File: src/rtl/dp_sched_pkg.sv
// Shared types and constants for the datapath operation scheduler.
package dp_sched_pkg;

  localparam int N_REQ = 4;

  // {ctrl1,ctrl2} driven while nobody is granted; selects increment mode.
  localparam logic [3:0] DEF_IDLE_CODE = 4'b1000;

  typedef enum logic [1:0] {
    IDLE = 2'd0,
    RUN  = 2'd1,
    DONE = 2'd2
  } sched_state_t;

  // One-hot vector for a 2-bit requester index.
  function automatic logic [3:0] onehot4(input logic [1:0] idx);
    return 4'b0001 << idx;
  endfunction

endpackage

File: src/rtl/dp_op_scheduler_if.sv
// Requester-side bus of the scheduler: per-requester op/length posts in,
// grant/done and the datapath control selects out.
interface dp_op_scheduler_if #(
  parameter int LEN_W = 4
);
  logic [3:0]         req;
  logic [7:0]         req_ctrl1;
  logic [7:0]         req_ctrl2;
  logic [4*LEN_W-1:0] req_len;
  logic [3:0]         grant;
  logic [3:0]         done;
  logic [1:0]         ctrl1;
  logic [1:0]         ctrl2;
  logic               busy;

  // Requesting control logic side.
  modport master (
    output req, req_ctrl1, req_ctrl2, req_len,
    input  grant, done, ctrl1, ctrl2, busy
  );

  // Scheduler side.
  modport slave (
    input  req, req_ctrl1, req_ctrl2, req_len,
    output grant, done, ctrl1, ctrl2, busy
  );
endinterface

File: src/rtl/rr_pick4.sv
// Round-robin picker: first set request bit searching upward from ptr+1,
// wrapping modulo 4. Purely combinational.
module rr_pick4 (
  input  logic [3:0] req,
  input  logic [1:0] ptr,
  output logic       found,
  output logic [1:0] idx
);

  // Walk the four candidates in priority order; the first hit wins.
  always_comb begin
    logic [1:0] w_cand;
    found  = 1'b0;
    idx    = 2'd0;
    w_cand = 2'd0;
    for (int k = 1; k <= 4; k++) begin
      w_cand = ptr + 2'(k);
      if (!found && req[w_cand]) begin
        found = 1'b1;
        idx   = w_cand;
      end
    end
  end

endmodule

File: src/rtl/dp_op_scheduler.sv
// Round-robin scheduler sharing the 4-bit op datapath among four requesters.
// A granted requester owns ctrl1/ctrl2 for its run length, then gets a
// one-cycle done pulse. All outputs come straight from registers.
module dp_op_scheduler
  import dp_sched_pkg::*;
#(
  parameter int         LEN_W     = 4,
  parameter logic [3:0] IDLE_CODE = DEF_IDLE_CODE
) (
  input  logic               clk,
  input  logic               rst,
  dp_op_scheduler_if.slave   bus
);

  sched_state_t r_state, w_stateNext;
  logic [1:0]       r_ptr, w_ptrNext;
  logic [1:0]       r_idx, w_idxNext;
  logic [3:0]       r_code, w_codeNext;
  logic [LEN_W-1:0] r_cnt, w_cntNext;
  logic [3:0]       r_grant, w_grantNext;
  logic [3:0]       r_done, w_doneNext;
  logic [3:0]       r_ctrl, w_ctrlNext;
  logic             r_busy, w_busyNext;

  logic             w_found;
  logic [1:0]       w_pickIdx;
  logic [3:0]       w_pickCode;
  logic [LEN_W-1:0] w_pickLen;

  rr_pick4 u_pick (
    .req   (bus.req),
    .ptr   (r_ptr),
    .found (w_found),
    .idx   (w_pickIdx)
  );

  // Pull the picked requester's op codes and run length out of the packed buses.
  always_comb begin
    w_pickCode = '0;
    w_pickLen  = '0;
    for (int k = 0; k < N_REQ; k++) begin
      if (w_pickIdx == k[1:0]) begin
        w_pickCode = {bus.req_ctrl1[2*k +: 2], bus.req_ctrl2[2*k +: 2]};
        w_pickLen  = bus.req_len[LEN_W*k +: LEN_W];
      end
    end
  end

  // Next state plus next output values; outputs default to the idle pattern.
  always_comb begin
    w_stateNext = r_state;
    w_ptrNext   = r_ptr;
    w_idxNext   = r_idx;
    w_codeNext  = r_code;
    w_cntNext   = r_cnt;
    w_grantNext = 4'b0000;
    w_doneNext  = 4'b0000;
    w_ctrlNext  = IDLE_CODE;
    w_busyNext  = 1'b0;
    case (r_state)
      IDLE: begin
        if (w_found) begin
          w_stateNext = RUN;
          w_idxNext   = w_pickIdx;
          w_codeNext  = w_pickCode;
          w_cntNext   = (w_pickLen == '0) ? LEN_W'(1) : w_pickLen;
          w_grantNext = onehot4(w_pickIdx);
          w_ctrlNext  = w_pickCode;
          w_busyNext  = 1'b1;
        end
      end
      RUN: begin
        if (!bus.req[r_idx]) begin
          w_stateNext = IDLE;
          w_ptrNext   = r_idx;
        end else if (r_cnt == LEN_W'(1)) begin
          w_stateNext = DONE;
          w_cntNext   = r_cnt - LEN_W'(1);
          w_doneNext  = onehot4(r_idx);
          w_busyNext  = 1'b1;
        end else begin
          w_cntNext   = r_cnt - LEN_W'(1);
          w_grantNext = onehot4(r_idx);
          w_ctrlNext  = r_code;
          w_busyNext  = 1'b1;
        end
      end
      DONE: begin
        w_stateNext = IDLE;
        w_ptrNext   = r_idx;
      end
      default: begin
        w_stateNext = IDLE;
      end
    endcase
  end

  // State and output registers; reset forces idle with requester 0 first in line.
  always_ff @(posedge clk) begin
    if (rst) begin
      r_state <= IDLE;
      r_ptr   <= 2'd3;
      r_idx   <= 2'd0;
      r_code  <= IDLE_CODE;
      r_cnt   <= '0;
      r_grant <= 4'b0000;
      r_done  <= 4'b0000;
      r_ctrl  <= IDLE_CODE;
      r_busy  <= 1'b0;
    end else begin
      r_state <= w_stateNext;
      r_ptr   <= w_ptrNext;
      r_idx   <= w_idxNext;
      r_code  <= w_codeNext;
      r_cnt   <= w_cntNext;
      r_grant <= w_grantNext;
      r_done  <= w_doneNext;
      r_ctrl  <= w_ctrlNext;
      r_busy  <= w_busyNext;
    end
  end

  assign bus.grant = r_grant;
  assign bus.done  = r_done;
  assign bus.ctrl1 = r_ctrl[3:2];
  assign bus.ctrl2 = r_ctrl[1:0];
  assign bus.busy  = r_busy;

endmodule

File: src/flat_wrapper.sv
// flat-port wrapper written by rule: the top's interface ports become plain ports
module dp_op_scheduler_flat import dp_sched_pkg::*;
#(
  parameter int         LEN_W     = 4,
  parameter logic [3:0] IDLE_CODE = DEF_IDLE_CODE
)
  (clk, rst, bus_req, bus_req_ctrl1, bus_req_ctrl2, bus_req_len, bus_grant, bus_done, bus_ctrl1, bus_ctrl2, bus_busy);
  dp_op_scheduler_if #(.LEN_W(LEN_W)) bus_i ();
  input  logic clk;
  input  logic rst;
  input wire logic [$bits(bus_i.req)-1:0] bus_req;
  input wire logic [$bits(bus_i.req_ctrl1)-1:0] bus_req_ctrl1;
  input wire logic [$bits(bus_i.req_ctrl2)-1:0] bus_req_ctrl2;
  input wire logic [$bits(bus_i.req_len)-1:0] bus_req_len;
  output wire logic [$bits(bus_i.grant)-1:0] bus_grant;
  output wire logic [$bits(bus_i.done)-1:0] bus_done;
  output wire logic [$bits(bus_i.ctrl1)-1:0] bus_ctrl1;
  output wire logic [$bits(bus_i.ctrl2)-1:0] bus_ctrl2;
  output wire logic [$bits(bus_i.busy)-1:0] bus_busy;
  assign bus_i.req = bus_req;
  assign bus_i.req_ctrl1 = bus_req_ctrl1;
  assign bus_i.req_ctrl2 = bus_req_ctrl2;
  assign bus_i.req_len = bus_req_len;
  assign bus_grant = bus_i.grant;
  assign bus_done = bus_i.done;
  assign bus_ctrl1 = bus_i.ctrl1;
  assign bus_ctrl2 = bus_i.ctrl2;
  assign bus_busy = bus_i.busy;
  dp_op_scheduler #(.LEN_W(LEN_W), .IDLE_CODE(IDLE_CODE)) u_core (.clk(clk), .rst(rst), .bus(bus_i));
endmodule
File: config.mk
export PLATFORM = sky130hd
export DESIGN_NAME = dp_op_scheduler_flat
export DESIGN_NICKNAME = d
export VERILOG_FILES = /design/src/rtl/dp_sched_pkg.sv /design/src/rtl/dp_op_scheduler_if.sv /design/src/rtl/rr_pick4.sv /design/src/rtl/dp_op_scheduler.sv /design/src/flat_wrapper.sv
export SDC_FILE = /design/constraint.sdc
export NUM_CORES = 1
export LEC_CHECK = 0
export BUFFER_PORTS_ARGS = -buffer_cell sky130_fd_sc_hd__clkbuf_2
export CAP_MARGIN = 20
export CORE_UTILIZATION = 35
export DETAILED_ROUTE_END_ITERATION = 8
export GPL_TIMING_DRIVEN = 0
export PLACE_DENSITY = 0.55
export SYNTH_ARGS = -nofsm -noshare
export SYNTH_HDL_FRONTEND = slang
export SYNTH_SLANG_ARGS = --single-unit
File: constraint.sdc
create_clock -name clk -period 2.3 [get_ports clk]
set_input_delay 0.345 -clock clk [delete_from_list [all_inputs] [get_ports clk]]
set_output_delay 0.345 -clock clk [all_outputs]
set_load 0.03 [all_outputs]
**Yosys cells after proc, flatten, opt, wreduce, memory -nomap -nowiden**

Cells that the tools add are included.

- Magnitude comparators: 5
- Reduce and logical (&&, ||, !) cells: 16
- Mux-type cells: 47
- Shift-type cells: 2
- Eq/ne operators: 10
- Bitwise logic cells: 3
- Add/subtract/negate cells: 4

Operators by type and width:

| kind | count |
|---|---|
| two-way mux 4 bit | 17 |
| case mux 4 bit (2 select lines) | 3 |
| two-way mux 2 bit | 8 |
| < comparator 2 x 3 -> 1 bit (second input constant) | 5 |
| two-way mux 1 bit | 11 |
| binary-select mux 1 bit (select 2 bit) | 5 |
| case mux 2 bit (2 select lines) | 2 |
| << shifter 1 x 2 -> 4 bit (first input constant) | 2 |
| == test 2 bit (second input constant) | 3 |
| AND reduction 2 bit | 3 |
| adder 2 bit (second input constant) | 2 |
| == test 2 x 1 -> 1 bit (second input constant) | 2 |
| == test 4 x 1 -> 1 bit (second input constant) | 1 |
| zero test 2 bit | 2 |
| zero test 4 bit | 1 |
| != test 2 bit (second input constant) | 2 |
| nonzero test 2 bit | 2 |
| OR reduction 4 bit | 1 |
| subtractor 4 x 1 -> 4 bit (second input constant) | 1 |
| logical AND 1 bit | 3 |
| zero test 1 bit | 3 |
| != test 3 bit (second input constant) | 1 |
| NOT 1 bit | 3 |
| AND reduction 3 bit | 1 |
| 3 further kinds | 3 |

- Bits in registers: 27
- Input bits: 38
- Logic and storage cells: 96
- Output and inout bits: 13

**Depth between registers and ports, before layout**

- Depth in word-level cells: 22
- Depth in mapped cells: 8
- Depth with buffers taken out: 6

**By module**

Synthesis repeated with hierarchy kept, for this count alone.

- Cell total of the unflattened synthesis: 162
- Area total of the unflattened synthesis: 1560.2 um^2

Modules (own cells, without submodules):

| module | cells each | seq. area each (um^2) | times used | area an instance (um^2) |
|---|---|---|---|---|
| dp_op_scheduler | 148 | 540.5 | 1 | 1468.9 |
| rr_pick4 | 14 | 0.0 | 1 | 91.3 |

**Worst setup path after synthesis**

Ideal clock, no wire load.

- Path type: register to register
- From: reg u_core.r_ptr[1]
- To: reg u_core.r_code[1]
- Clock period less this slack: 1.976 ns
- Data arrival time: 1.844 ns
- Required time: 2.168 ns
- Path slack: 0.324 ns
- Library setup time: 0.132 ns
- Path buffers: 2
- Stages on the path, launching flop included: 9
- Path through: dfxtp_1 buf_6 mux2_4 and2_1 nor3_2 buf_4 mux2_2 o221ai_1 a21oi_1

- Word-level cells in the longest chain between the ends: 18
- Elaborated cells on any way between the ends: 34
- Those cells by class: add/sub (3); eq/ne (3); mux (20); reduce/logical (8)

Ends and longest elaborated chain:

| what | line | source |
|---|---|---|
| start, declared | dp_op_scheduler.sv:16 | `logic [1:0] r_ptr, w_ptrNext;` |
| start signal, assigned | dp_op_scheduler.sv:112 | `r_ptr <= w_ptrNext;` |
| adder 2 x 1 -> 2 bit | rr_pick4.sv:17 | `w_cand = ptr + 2'(k);` |
| binary-select mux 1 bit (select 2 bit) | rr_pick4.sv:18 | `if (!found && req[w_cand]) begin` |
| two-way mux 1 bit (not written as such) | rr_pick4.sv:18 |  |
| two-way mux 1 bit | rr_pick4.sv:18 |  |
| zero test 1 bit | rr_pick4.sv:18 |  |
| logical AND 1 bit | rr_pick4.sv:18 |  |
| two-way mux 1 bit | rr_pick4.sv:18 |  |
| zero test 1 bit | rr_pick4.sv:18 |  |
| logical AND 1 bit | rr_pick4.sv:18 |  |
| two-way mux 1 bit | rr_pick4.sv:18 |  |
| zero test 1 bit | rr_pick4.sv:18 |  |
| logical AND 1 bit | rr_pick4.sv:18 |  |
| two-way mux 2 bit | rr_pick4.sv:18 |  |
| zero test 2 bit | dp_op_scheduler.sv:42 | `if (w_pickIdx == k[1:0]) begin` |
| two-way mux 4 bit (4 in a row) | dp_op_scheduler.sv:42 |  |
| end signal, assigned | dp_op_scheduler.sv:114 | `r_code <= w_codeNext;` |
| end, declared | dp_op_scheduler.sv:18 | `logic [3:0] r_code, w_codeNext;` |

Parallel ways exist; a longest one is shown, timed or not. The select of a mux whose other input is x is not followed.
A chain may end at the register's enable or synchronous reset.

**Worst setup path after layout**

- From: reg u_core.r_ptr[1]
- To: reg u_core.r_code[0]

The elaborated chain is that of the path after synthesis.

==> results.txt <==
Status - complete, no violations
Syn Nets - 217
Synth Area in Adders - 1.64%
Area share of and/or/nand/nor cells after synthesis - 19.8%
Setup Skew - 8.68 ps
Starting Density - 37.4%
Hold_ws - 287 ps
Worst-Skew Late Latency - 270 ps
Crit path cell chain - buf_6 -> mux2_4 -> and2_1 -> nor3_2 -> buf_4 -> mux2_1 -> o221ai_1 -> a21oi_1
Iter 0 DRT Violations - 58
CTS tree - done
H-tree levels - 1
Largest family of logic cells by synthesized area - compound AO/OA/AOI/OAI gates
Setup TNS - 0 ps
RSZ-0062 raised after global routing - false
Gate power share - 36.7%
Tot GR Track Use - 17.4%
Post-Layout Cell Count - 281
Worst vdd ir - 0.280 mV
Setup ws final - 156 ps
Top-area cell type share of the netlist area - 35.4%
Cell taking the most area after synthesis - dfxtp_1
Number of max-cap violations - 0
Relative slew slack - 52.7%
Routed WL per cell - 13.1 um
Ratio of cells with drive above 1 in the final layout - 31.2%
Cell-internal power - 850 uW
Largest net degree at the start of global routing - 17
Sw frac - 35.2%
Placed inst area - 1840 um2
Final Setup Violations - 0
Total global routing overflow - 0
Ys flop type - dfxtp_1
Dpl hpwl - 2890 um
Leak - 0.000826 uW
PostCTS Resize Cnt - 0
Final #Nets - 272
Number of flops mapped to enable cells by yosys - 0
Worst path required time - 2450 ps
Place WS - 113 ps
DRC viols - 0
Vias in the first global route - 1,361
Pwr Density - 695 nW/um2
Yosys warning count - 0
CTS clk-pin slew, worst paths - 100 ps
Arrival time at the worst endpoint - 2290 ps
CTS max path bufs - 2
Slew Viols, Final - 0
Antenna viol nets, final - 0
Area grow syn2layout - 23.7%
Sequential-to-total area share from yosys stat - 35.4%
Period utilization - 93.2%
Setup bufs post-CTS - 0
Final Hold Vio Count - 0
Vias post-DR - 1,464
Worst setup EP type - flip-flop
Vias per std cell - 5.21
FF-to-FF setup slack - 160 ps
Post-Syn Instances - 177
Worst slew pin tran - 709 ps
CP bufs+invs - 2
Worst min-delay path class - primary input to flip-flop
Drt pass-1 iters - 4
Cell at the slowest stage of the critical path - dfxtp_1
Hold-fix buffers, CTS - 0
Row count - 23
Worst Path Max Fanout - 10
Sequential power share - 42.5%
Sw Pwr - 461 uW
Final wirelength - 3690 um
RePlAce Congestion - 0.777
Die X - 68.0 um
CP peak stage delay - 330 ps
Chip height - 68.0 um
Num CTS Buffers - 3
Avg Synthesized Cell Area - 8.62 um2
Root Driver - clkbuf_8
Port bufs - 50
Area contributors post-synth - dfxtp_1, a21oi_1, nand2_1, nor2_1, o21a_1
Cell count after placement - 277
Finished Cell Area - 1890 um2
Die area - 4630 um2
Io pins - 51
Post-synthesis compound-gate area fraction - 29.4%
Core ar. - 4090 um2
Ant diodes - 0
Initial antenna violation count - 0
Synth Area in XOR/XNOR - 0%
Netlist cell types - 47
WS Path Type - flip-flop to flip-flop
Clk pwr share - 20.8%
Cell family with most CP delay - multiplexers
Fmax - 466 MHz
Fin crit period - 2140 ps
Multiplexer share of the synthesized area - 9.18%
Cell area after synthesis - 1530 um2
First-pass GRT wire length - 6070 um
# clock sinks - 27
Crit start category - flip-flop
Layout fillers - 429
Asr flop ratio synth - 0%
Seq cells post-synth - 27
[kinds of logic (layout without fill, tap and decap cells)]
| family | after synthesis | count (layout) |
|---|---|---|
| AOI/OAI and AO/OA | 62 | 62 |
| and+or+nand+nor | 60 | 60 |
| muxes | 11 | 11 |
| adders and majority gates | 2 | 2 |
| DFF | 27 | 27 |
| buffers and inverters | 15 | 69 |
[worst register-to-register path, delay by kind of cell, from the launching register on]
family	cells	cell delay, ps
buffers and inverters	2	350
AOI/OAI and AO/OA	2	340
muxes	2	660
DFF	1	330
and+or+nand+nor	2	370
[per-layer routing]
| metal | part of all wire, % | vias to the layer above | GRT usage (%) |
|---|---|---|---|
| met4 | 0.57 | 0 | 3.91 |
| li1 | - | 752 | - |
| met5 | 0 | - | 0 |
| met1 | 46 | 666 | 22.8 |
| met3 | 5.7 | 2 | 2.67 |
| met2 | 47 | 44 | 29.8 |
[cells in the final DEF, fill, tap and decap left out, drive strengths merged]
master	instances
nand3b	3
a31o	1
a32oi	2
a21oi	18
a211oi	4
nand2	19
clkinvlp	1
nand2b	2
buf	3
o21ai	9
a211o	4
o41ai	1
o311ai	1
o31ai	1
a21boi	4
o211ai	3
mux4	1
nor3	3
o21a	7
dfxtp	27
or2	2
and3b	1
nor2	16
ha	2
and3	2
inv	7
mux2	8
o221ai	3
o21bai	1
nor2b	4
and2	1
nor3b	3
clkbuf	58
or3	1
mux2i	2
a221oi	1
nand3	3
o21ba	2
[final cells by class]
| class | count | area, um2 | share of cell area [%] |
|---|---|---|---|
| well taps | 50 | 62.6 | 3.31 |
| clock inverters | 1 | 7.51 | 0.398 |
| multi-input cells | 135 | 917 | 48.6 |
| repair buffers | 50 | 250 | 13.3 |
| clock buffers | 3 | 41.3 | 2.19 |
| flip-flops and latches | 27 | 541 | 28.6 |
| inverters | 7 | 26.3 | 1.39 |
| plain buffers | 8 | 42.5 | 2.25 |
[power by group through the flow]
stage               clock network, uW  registers, uW  logic [uW]
detailed placement                  0            569         483
global route                      298            566         532
floorplan                           0            602         317
finish                            273            558         481
CTS                               281            558         486
global placement                    0            568         482
[final timing paths]
check / startpoint / cells after the start / endpoint
setup / recovery: u_core.r_ptr[1] / 8 / u_core.r_code[0]
hold / removal: rst / 2 / u_core.bus.busy
setup reg to reg: u_core.r_ptr[1] / 8 / u_core.r_code[0]
hold reg to reg: u_core.r_code[0] / 2 / u_core.r_code[0]
[Yosys cell counts (all sizes together) (2+ instances only)]
| cell type | number |
|---|---|
| a32oi | 2 |
| o211ai | 3 |
| mux2i | 2 |
| or2 | 2 |
| o21a | 7 |
| o21ba | 2 |
| nand2b | 2 |
| dfxtp | 27 |
| nor3b | 3 |
| ha | 2 |
| nor2 | 16 |
| buf | 3 |
| mux2 | 8 |
| nor2b | 4 |
| o221ai | 3 |
| nor3 | 3 |
| a21oi | 18 |
| nand3 | 3 |
| o21ai | 9 |
| clkbuf | 5 |
| a21boi | 4 |
| nand2 | 19 |
| a211o | 4 |
| and3 | 2 |
| inv | 7 |
| nand3b | 3 |
| a211oi | 4 |
[registers in the layout, summed over array words and instances, names as in the netlist]
register	cells
u_core.bus.grant	4
u_core.r_ptr	2
u_core.r_code	4
u_core.bus.busy	1
u_core.bus.done	4
u_core.r_state	2
u_core.r_cnt	4
u_core.r_idx	2
u_core.r_ctrl	4
[metrics by stage]
stage	util (%)	power (uW)
2_1_floorplan	-	919
3_3_place_gp	45.0	1050
3_5_place_dp	45.0	1050
4_1_cts	46.2	1320
5_1_grt	46.2	1400
6_report	46.2	1310
Power figures use the tool's default switching activity.
